**config.mk**
```make
export PLATFORM = sky130hd
export DESIGN_NAME = spi_sequencer
export DESIGN_NICKNAME = d
export VERILOG_FILES = /design/src/rtl/spi_pkg.sv /design/src/rtl/spi_clkdiv.sv /design/src/rtl/spi_sequencer.sv
export SDC_FILE = /design/constraint.sdc
export NUM_CORES = 1
export LEC_CHECK = 0
export ABC_AREA = 1
export CAP_MARGIN = 20
export CELL_PAD_IN_SITES_DETAIL_PLACEMENT = 1
export CELL_PAD_IN_SITES_GLOBAL_PLACEMENT = 1
export CORE_UTILIZATION = 41
export CTS_BUF_LIST = sky130_fd_sc_hd__clkbuf_8
export CTS_CLUSTER_SIZE = 28
export DETAILED_ROUTE_END_ITERATION = 10
export HOLD_SLACK_MARGIN = 0.1
export PLACE_DENSITY_LB_ADDON = 0.25
export SYNTH_ARGS = -nofsm -noshare
export SYNTH_HDL_FRONTEND = slang
export SYNTH_SLANG_ARGS = --single-unit
```
**constraint.sdc**
```tcl
create_clock -name clk -period 2 [get_ports clk]
set_input_delay 0.4 -clock clk [delete_from_list [all_inputs] [get_ports clk]]
set_output_delay 0.4 -clock clk [all_outputs]
set_load 0.03 [all_outputs]
```
**src/rtl/spi_pkg.sv**
```systemverilog
// Shared op encodings, sequencer states and parameter helpers for the SPI sequencer.
package spi_pkg;

  localparam logic [1:0] OP_NOP  = 2'b00;
  localparam logic [1:0] OP_OE   = 2'b01;
  localparam logic [1:0] OP_XFER = 2'b11;

  typedef enum logic [2:0] {
    IDLE   = 3'd0,
    STROBE = 3'd1,
    GAP    = 3'd2,
    SETUP  = 3'd3,
    HIGH   = 3'd4,
    LOW    = 3'd5,
    FINISH = 3'd6
  } state_t;

  // A single slave still needs a one-bit index port.
  function automatic int cs_width(input int n);
    return (n <= 2) ? 1 : $clog2(n);
  endfunction

endpackage

```
**src/rtl/spi_clkdiv.sv**
```systemverilog
// Half-period down-counter: ticks for one cycle each time it reaches zero, then reloads.
module spi_clkdiv
  import spi_pkg::*;
#(
  parameter int DIV_W = 4
) (
  input  logic             clk,
  input  logic             reset,
  input  logic             load,
  input  logic [DIV_W-1:0] reload,
  output logic             tick
);

  logic [DIV_W-1:0] cnt;

  // Count down; restart from the reload value on an explicit load or on expiry.
  always_ff @(posedge clk or posedge reset) begin
    if (reset) begin
      cnt <= {DIV_W{1'b0}};
    end else if (load || (cnt == {DIV_W{1'b0}})) begin
      cnt <= reload;
    end else begin
      cnt <= cnt - DIV_W'(1);
    end
  end

  assign tick = (cnt == {DIV_W{1'b0}});

endmodule

```
**src/rtl/spi_sequencer.sv**
```systemverilog
// SPI mode-0 transfer sequencer with programmable SCLK divider, chip-select hold
// across words and a single-cycle output-enable strobe for the shift-register path.
module spi_sequencer
  import spi_pkg::*;
#(
  parameter int DATA_W = 8,
  parameter int NUM_CS = 2,
  parameter int DIV_W  = 4,
  parameter int CS_W   = cs_width(NUM_CS)
) (
  input  logic              clk,
  input  logic              reset,
  input  logic              cmd_valid,
  output logic              cmd_ready,
  input  logic [1:0]        cmd_op,
  input  logic [CS_W-1:0]   cmd_cs,
  input  logic              cmd_hold,
  input  logic [DATA_W-1:0] cmd_data,
  input  logic [DIV_W-1:0]  div,
  output logic              rsp_valid,
  output logic [DATA_W-1:0] rsp_data,
  output logic              busy,
  output logic              oel,
  output logic              spi_clk,
  output logic              spi_mosi,
  input  logic              spi_miso,
  output logic [NUM_CS-1:0] cs_l
);

  localparam int BW = $clog2(DATA_W + 1);

  state_t            state;
  logic [CS_W-1:0]   cs_r;
  logic              hold_r;
  logic              held_r;
  logic [DATA_W-1:0] sr;
  logic [BW-1:0]     bits_r;
  logic [DIV_W-1:0]  div_r;
  logic              first_r;
  logic              miso_r;
  logic              accept;
  logic              tick;
  logic              sample;
  logic [DIV_W-1:0]  reload;

  // Out-of-range indices select no slave, so those transfers clock dummy bits.
  function automatic logic [NUM_CS-1:0] cs_mask(input logic [CS_W-1:0] idx);
    logic [NUM_CS-1:0] m;
    m = {NUM_CS{1'b1}};
    for (int i = 0; i < NUM_CS; i++) begin
      if (int'(idx) == i) begin
        m[i] = 1'b0;
      end
    end
    return m;
  endfunction

  assign cmd_ready = (state == IDLE);
  assign busy      = (state != IDLE);
  assign accept    = cmd_valid && cmd_ready;
  assign reload    = accept ? div : div_r;
  // MISO is captured in the first HIGH cycle even when the phase is longer.
  assign sample    = first_r ? spi_miso : miso_r;

  spi_clkdiv #(.DIV_W(DIV_W)) u_clkdiv (
    .clk    (clk),
    .reset  (reset),
    .load   (accept),
    .reload (reload),
    .tick   (tick)
  );

  // Sequencer FSM with all pin-facing outputs registered.
  always_ff @(posedge clk or posedge reset) begin
    if (reset) begin
      state     <= IDLE;
      cs_r      <= {CS_W{1'b0}};
      hold_r    <= 1'b0;
      held_r    <= 1'b0;
      sr        <= {DATA_W{1'b0}};
      bits_r    <= {BW{1'b0}};
      div_r     <= {DIV_W{1'b0}};
      first_r   <= 1'b0;
      miso_r    <= 1'b0;
      rsp_valid <= 1'b0;
      rsp_data  <= {DATA_W{1'b0}};
      oel       <= 1'b1;
      spi_clk   <= 1'b0;
      spi_mosi  <= 1'b0;
      cs_l      <= {NUM_CS{1'b1}};
    end else begin
      rsp_valid <= 1'b0;
      first_r   <= tick;
      case (state)
        IDLE: begin
          oel <= 1'b1;
          if (accept) begin
            first_r <= 1'b1;
            case (cmd_op)
              OP_OE: begin
                state <= STROBE;
                oel   <= 1'b0;
              end
              OP_XFER: begin
                cs_r    <= cmd_cs;
                hold_r  <= cmd_hold;
                sr      <= cmd_data;
                bits_r  <= BW'(DATA_W);
                div_r   <= div;
                spi_clk <= 1'b0;
                // Switching slaves while one is held needs a deselect gap first.
                if (held_r && (cmd_cs != cs_r)) begin
                  state  <= GAP;
                  cs_l   <= {NUM_CS{1'b1}};
                  held_r <= 1'b0;
                end else begin
                  state    <= SETUP;
                  cs_l     <= cs_mask(cmd_cs);
                  spi_mosi <= cmd_data[DATA_W-1];
                end
              end
              default: begin
                state <= IDLE;
              end
            endcase
          end
        end
        STROBE: begin
          oel   <= 1'b1;
          state <= IDLE;
        end
        GAP: begin
          if (tick) begin
            state    <= SETUP;
            cs_l     <= cs_mask(cs_r);
            spi_mosi <= sr[DATA_W-1];
          end
        end
        SETUP: begin
          if (tick) begin
            state   <= HIGH;
            spi_clk <= 1'b1;
          end
        end
        HIGH: begin
          if (first_r) begin
            miso_r <= spi_miso;
          end
          if (tick) begin
            sr      <= {sr[DATA_W-2:0], sample};
            bits_r  <= bits_r - BW'(1);
            spi_clk <= 1'b0;
            if (bits_r != BW'(1)) begin
              state    <= LOW;
              spi_mosi <= sr[DATA_W-2];
            end else begin
              state <= FINISH;
            end
          end
        end
        LOW: begin
          if (tick) begin
            state   <= HIGH;
            spi_clk <= 1'b1;
          end
        end
        FINISH: begin
          if (tick) begin
            state     <= IDLE;
            rsp_valid <= 1'b1;
            rsp_data  <= sr;
            held_r    <= hold_r && (int'(cs_r) < NUM_CS);
            if (!hold_r) begin
              cs_l <= {NUM_CS{1'b1}};
            end
          end
        end
        default: begin
          state <= IDLE;
        end
      endcase
    end
  end

endmodule
```
; Word-level counts from Yosys, hierarchy flattened
; Index checks and enable logic that the tools add are counted.
[totals]
ram_bits = 0
latch_bits = 0
romBits = 0
regBits = 42
mem_count = 0
out_inout_bits = 16
elab_cells = 114
[op_classes]
order_cmp = 0
shift = 0
add_sub_neg = 2
mul = 0
reduce_logical = 21
n_eq_ne = 20
div_mod_pow = 0
bitwise_logic = 0
mux = 55
[ops]
columns = cell, count
row1 = $mux W1, 26
row2 = $mux W8, 3
row3 = $mux W4, 5
row4 = $pmux W8 S2, 1
row5 = $mux W3, 5
row6 = $pmux W3 S5, 1
row7 = $reduce_and A5 Y1, 3
row8 = $mux W2, 7
row9 = $ne A2 B2 Y1 const B, 6
row10 = $reduce_bool A3 Y1, 4
row11 = $eq A3 B3 Y1 const B, 3
row12 = $ne A2 B1 Y1 const B, 4
row13 = $pmux W4 S2, 1
row14 = $sub A4 B1 Y4 const B, 2
row15 = $reduce_and A7 Y1, 1
row16 = $eq A3 B2 Y1 const B, 2
row17 = $pmux W1 S3, 2
row18 = $pmux W2 S3, 1
row19 = $reduce_and A6 Y1, 1
row20 = $reduce_bool A2 Y1, 3
row21 = $logic_not A4 Y1, 1
row22 = $ne A4 B1 Y1 const B, 1
row23 = $pmux W1 S2, 2
row24 = $pmux W2 S2, 1
row25 = 11 further kinds, 12

; Logic depth before layout (Yosys ltp)
; Gate-level depths: netlist of run 1.
[logic_depth]
depth_word = 6
depth_mapped = 10
depth_no_buf = 10

; Hierarchy
; From an unflattened synthesis of run 1, not the netlist that was laid out.
[hier_totals]
hier_cells = 290
hier_area_um2 = 2283.4
[modules_own_cells]
columns = mod, n_inst, cells_per_inst, area_each_um2
row1 = spi_sequencer, 1, 257, 2039.5
row2 = spi_clkdiv, 1, 33, 244.0

; Worst setup path before layout of run 1
; OpenSTA, ideal clock, no wires.
[synth_timing]
kind = flip-flop to flip-flop
start = register u_clkdiv.cnt[0]
end = register rsp_data[0]
arrival_time_ns = 1.378
setup_ns = 0.119
path_stages_with_launch = 9
t_required_ns = 1.881
setup_slack_ns = 0.504
n_path_buf = 1
cell_sequence = dfrtp_1 > inv_1 > ha_1 > nand2_1 > nor2_2 > nand3_2 > buf_6 > nand2_1 > o21ai_2
[synth_via]
elab_chain_len = 2
[synth_lines]
columns = element, line
row1 = "start, declared", spi_clkdiv.sv:14  ; logic [DIV_W-1:0] cnt;
row2 = "start signal, assigned", spi_clkdiv.sv:19  ; cnt <= {DIV_W{1'b0}};
row3 = "start signal, assigned", spi_clkdiv.sv:21  ; cnt <= reload;
row4 = "start signal, assigned", spi_clkdiv.sv:23  ; cnt <= cnt - DIV_W'(1);
row5 = $logic_not A4 Y1, spi_clkdiv.sv:27  ; assign tick = (cnt == {DIV_W{1'b0}});
row6 = $reduce_and A2 Y1 (no line), -
row7 = "end signal, assigned", spi_sequencer.sv:86  ; rsp_data <= {DATA_W{1'b0}};
row8 = "end signal, assigned", spi_sequencer.sv:171  ; rsp_data <= sr;
row9 = "end, declared", spi_sequencer.sv:21  ; output logic [DATA_W-1:0] rsp_data,
; No other way between the ends.
; A chain may end at the register's enable or synchronous reset.

; Worst setup path after layout of run 1
[layout_timing]
start = register state[0]
end = output cmd_ready
[layout_via]
elab_chain_len = 1
[layout_lines]
columns = element, line
row1 = "start, declared", spi_sequencer.sv:32  ; state_t state;
row2 = "start signal, assigned", spi_sequencer.sv:76  ; state <= IDLE;
row3 = "start signal, assigned", spi_sequencer.sv:101  ; state <= STROBE;
row4 = "start signal, assigned", spi_sequencer.sv:113  ; state <= GAP;
row5 = $logic_not A3 Y1, spi_sequencer.sv:58  ; assign cmd_ready = (state == IDLE);
row6 = "end, declared", spi_sequencer.sv:14  ; output logic cmd_ready,
; No other way between the ends.

==> results of run 1 <==
==> power breakdown <==
part	switching (mW)	total, mW	leakage, nW	internal [mW]
logic	1.68	2.60	0.785	0.925
clock network	0.327	0.573	0.0441	0.246
registers	0.194	1.44	0.533	1.24
==> layout by cell type, fill, tap and decap left out, types with 3 or more instances in the layout <==
cell type	instances
dfrtp_1	39
inv_1	33
ha_1	3
clkdlybuf4s50_1	33
nand2_4	4
buf_4	3
inv_2	4
nand2_1	83
dfstp_2	3
clkbuf_8	5
o21ai_0	23
nand3_1	25
nor2_1	13
o21ai_2	13
o21ai_1	8
nor2_4	4
==> metal layers <==
layer | global-route usage, % | part of all wire (%) | up-vias | routed length (um)
met1 | 26.1 | 45 | 950 | 2430
li1 | - | - | 964 | -
met2 | 36.6 | 51 | 36 | 2760
met4 | 6.38 | 1.2 | 0 | 66
met3 | 4.50 | 3.5 | 6 | 188
met5 | 0 | 0 | - | 0
==> sequential cells by signal, indices dropped and copies added (netlist names) <==
| name | cells |
|---|---|
| cs_r | 1 |
| rsp_valid | 1 |
| oel | 1 |
| first_r | 1 |
| miso_r | 1 |
| state | 3 |
| spi_clk | 1 |
| hold_r | 1 |
| spi_mosi | 1 |
| div_r | 4 |
| held_r | 1 |
| cs_l | 2 |
| u_clkdiv.cnt | 4 |
| sr | 8 |
| bits_r | 4 |
| rsp_data | 8 |
==> path summary, 6_finish.rpt <==
path	startpoint	endpoint	slack [ns]	cells past startpoint
min in group clk	spi_clk	spi_clk	0.48	2
hold / removal	reset	rsp_valid	0.45	3
setup reg to reg	u_clkdiv.cnt[0]	state[1]	0.21	9
setup / recovery	state[0]	cmd_ready	0.07	4
max in group asynchronous	reset	oel	1.28	3
hold reg to reg	spi_clk	spi_clk	0.48	2
==> final cells by class <==
cell class / instances / area, um^2 / area share, %
Sequential cell: 42 / 1050 / 38.0
Multi-Input combinational cell: 192 / 992 / 35.8
Tap cell: 70 / 87.6 / 3.16
Clock inverter: 3 / 21.3 / 0.767
Inverter: 37 / 139 / 5.01
Timing Repair Buffer: 40 / 410 / 14.8
Clock buffer: 5 / 68.8 / 2.48
==> worst max-delay path: stages (launching register included) <==
cell and delay [ns]:
dfrtp_1 0.42, nor2_4 0.19, nand2_4 0.12, inv_1 0.09, dlygate4sd2_1 0.40
==> cells by family (layout without fill, tap and decap cells) <==
logic type / count (synthesis) / in the layout
compound gates: 49 / 49
xor+xnor: 3 / 3
fa+ha+maj: 3 / 3
buf+inv: 42 / 85
flops: 42 / 42
simple gates: 137 / 137
==> metrics by stage <==
stage / utilization [%] / cell area (um^2) / setup WS, ns / total power [mW] / cells
final: 53.6 / 2770 / 0.0736 / 4.62 / 389
after global routing: 53.6 / 2770 / 0.0164 / 5.00 / 389
after CTS: 53.6 / 2770 / 0.0685 / 4.66 / 389
after detailed placement: 51.9 / 2690 / 0.141 / 4.08 / 381
after global placement: 51.9 / 2690 / 0.171 / 3.97 / 381
after floorplan: - / 2230 / 0.504 / 3.29 / 276
==> flow_summary.yaml, run 1 <==
logic_synthesis:
  yosys_warnings: 0
  synth_fa_ha_area_share_pct: 1.68
  synth_area_um2: 2230
  synth.most_common_cell: "nand2_1"
  synth_top_area_share_pct: 43.8
  synth_cell_types: 27
  synth_area_leader_cell: "dfrtp_1"
  synthSimpleGateAreaFrac_pct: 28.2
  synthFlopType: "dfrtp_1"
  syn_nets: 299
  synth_top_family_by_area: "simple AND/OR/NAND/NOR gates"
  synth_common_cells: "nand2_1, dfrtp_1, inv_1"
  syn_avg_cell_area_um2: 8.08
  synthCells: 276
  synthArstFlopShare_pct: 100
  synth_compound_area_share_pct: 13.5
  yosysSeqAreaShare_pct: 47.3
  ys_ff_latch: 42
  yosys-top-cells-area: "dfrtp_1, nand2_1, nand3_1"
  synth_xor_area_share_pct: 1.18
  synth_edf_count: 0
  synthMuxAreaShare_pct: 0
clock_tree:
  hold_buffers: 0
  cts_resized: 2
  clockRootBuffer: "clkbuf_8"
  clockBufferDepth: 2
  numCtsBuffers: 5
  cts_tree: "yes"
  htreeDepth: 2
  post-cts-setup-buffer-count: 0
  worst_skew_pair.late_latency_ns: 0.31
  cts.sinks: 42
  cts.clk_slew.worst_paths_ns: 0.09
cells_and_area:
  syn_to_final_growth_pct: 24.4
  nNetsFinal: 341
  antenna_cells: 0
  drive_above_1_share_pct: 14.1
  n_fill_cell: 638
placed_design:
  post-dp-hpwl_um: 4020
  portBuffers: 35
  place_congestion: 0.793
setup_path:
  worstPathMaxFanout: 8
  crit_path_end_kind: "output port"
  start_kind: "register"
  worstPathRequired_ns: 1.60
  critPathArrivalTime_ns: 1.53
  path_class: "register to output port"
routing:
  vias_per_cell: 5.03
  drc: 0
  wl_per_cell_um: 14.0
  first_pass_iters: 4
  drt_iter0_drc: 84
  via_count: 1956
  ant_nets: 0
  wirelength_um: 5440
global_route:
  grt_overflow: 0
  grt_pass1_wl_um: 8930
  first_global_vias: 1956
  grt_usage_pct: 21.0
  grt_max_degree: 43
  antenna_found_initial: 0
timing:
  drv_slew: 0
  fin_crit_ns: 1.93
  finClkSkew_ns: 0.00273
  timing.hold.ws_ns: 0.447
  max_freq_mhz: 519
  rsz0062_at_grt: "no"
  post-route-period-util_pct: 96.3
  final_hold_viol_count: 0
  slew_headroom_pct: 73.0
  finalSetupTns_ns: 0
  max_slew.worst_pin.slew_ns: 0.404
  setup_viol: 0
job:
  maxCapViolCount: 0
die:
  die-width_um: 75.7
  die-height_um: 75.7
  coreArea_um2: 5170
  die_area_um2: 5740
  rows: 26
  start_util_pct: 43.1
  io_pins: 36
status:
  outcome: "finished, final reports clean"
power_and_ir_drop:
  power_density_nw_per_um2: 1660
  ir_drop_v: 0.000749
  p_leak_nw: 1.36
hold_path:
  hp-class: "primary input to async pin"
No activity file was read; power rests on OpenSTA's default activity.
==> inputs of run 2 (changes only) <==
==> constraint.sdc (replaced) <==
create_clock -name clk -period 2 [get_ports clk]
set_input_delay 0.4 -clock clk [delete_from_list [all_inputs] [get_ports clk]]
set_output_delay 0.4 -clock clk [all_outputs]
set_load 0.1 [all_outputs]
==> flow_summary.yaml, run 2 (same netlist as run 1, synthesis figures left out) <==
global_route:
  grt_pass1_wl_um: 9620
  grt_max_degree: 43
  grt_usage_pct: 22.8
  first_global_vias: 2072
  grt_overflow: 0
  antenna_found_initial: 0
routing:
  drc: 0
  via_count: 1983
  drt_iter0_drc: 99
  wirelength_um: 5590
  ant_nets: 0
  first_pass_iters: 4
  vias_per_cell: 5.11
  wl_per_cell_um: 14.4
die:
  die_area_um2: 5740
  rows: 26
  die-height_um: 75.7
  die-width_um: 75.7
  io_pins: 36
  coreArea_um2: 5170
  start_util_pct: 43.1
timing:
  drv_slew: 0
  finClkSkew_ns: 0.00732
  fin_crit_ns: 1.87
  max_freq_mhz: 536
  post-route-period-util_pct: 93.4
  slew_headroom_pct: 75.4
  setup_viol: 0
  finalSetupTns_ns: 0
  max_slew.worst_pin.slew_ns: 0.368
  final_hold_viol_count: 0
  rsz0062_at_grt: "no"
clock_tree:
  cts_resized: 0
  post-cts-setup-buffer-count: 0
  htreeDepth: 2
  worst_skew_pair.late_latency_ns: 0.31
  hold_buffers: 0
  cts_tree: "yes"
  numCtsBuffers: 5
  clockRootBuffer: "clkbuf_8"
  clockBufferDepth: 2
  cts.clk_slew.worst_paths_ns: 0.09
  cts.sinks: 42
job:
  maxCapViolCount: 0
placed_design:
  dp.cells: 380
  portBuffers: 35
  place_congestion: 0.800
  post-dp-hpwl_um: 4090
cells_and_area:
  syn_to_final_growth_pct: 26.4
  instances_no_fill: 388
  reg_top3: "rsp_data (8), sr (8)"
  layout_commonest_cell: "nand2_1"
  antenna_cells: 0
  mostFrequentLayoutCells: "nand2_1, dfrtp_1, inv_1"
  utilization_pct: 54.5
  nNetsFinal: 340
  drive_above_1_share_pct: 19.2
setup_path:
  worstPathMaxFanout: 8
  crit_path_end_kind: "output port"
  critPathArrivalTime_ns: 1.47
  r2r_cells: 9
  worstPathRequired_ns: 1.60
  start_kind: "register"
  path_class: "register to output port"
status:
  outcome: "finished, final reports clean"
hold_path:
  hp-class: "primary input to async pin"
## run 2: changes by cell type in the layout (fill, tap and decap cells not counted)
| cell | delta |
|---|---|
| buf_4 | +10 |
| dlygate4sd2_1 | -2 |
| buf_12 | +5 |
| inv_1 | -1 |
| clkdlybuf4s50_1 | -14 |
| bufinv_16 | +1 |
| clkinv_4 | -1 |
| inv_6 | +1 |
## run 2: through the flow
| step | setup slack, ns | area (um^2) | hold WS, ns |
|---|---|---|---|
| after CTS | 0.126 | 2820 | 0.464 |
| after global routing | 0.0499 | 2820 | 0.486 |
| after floorplan | 0.0804 | 2230 | 0.454 |
| final | 0.133 | 2820 | 0.450 |
| after detailed placement | 0.145 | 2710 | 0.474 |
| after global placement | 0.248 | 2710 | 0.466 |
## run 2: worst max-delay path, cell delays in order, from the launching register on
cell and delay [ns]:
dfrtp_1 0.49, nor2_4 0.22, nand2_4 0.15, clkinvlp_4 0.13, buf_12 0.17
## run 2: final cells by class
class | instances | area (um^2)
clock buffer | 5 | 68.8
clock inverter | 3 | 43.8
fill | 628 | 2350
inverter | 37 | 143
multi-input combinational | 192 | 992
sequential | 42 | 1050
tap | 70 | 87.6
timing repair buffer | 39 | 428
## run 2: path summary, 6_finish.rpt
check / start / to / slack, ns
hold reg to reg: rsp_data[3] / rsp_data[3] / 0.49
min in group clk: rsp_data[3] / rsp_data[3] / 0.49
max in group asynchronous: reset / cs_l[1] / 1.27
setup reg to reg: u_clkdiv.cnt[0] / state[1] / 0.24
setup / recovery: state[1] / cmd_ready / 0.13
hold / removal: reset / rsp_data[5] / 0.45
## run 2: routing by layer
metal / global-route usage, % / up-vias / wire length [um]
met1: 27.8 / 973 / 2530
met3: 4.63 / 6 / 172
met4: 5.97 / 0 / 63
met2: 40.8 / 44 / 2820
met5: 0 / - / 0
li1: - / 960 / -
Power of run 2 is not shown: default switching activity piles up to over one toggle a cycle in this logic, so the estimate is an artifact.
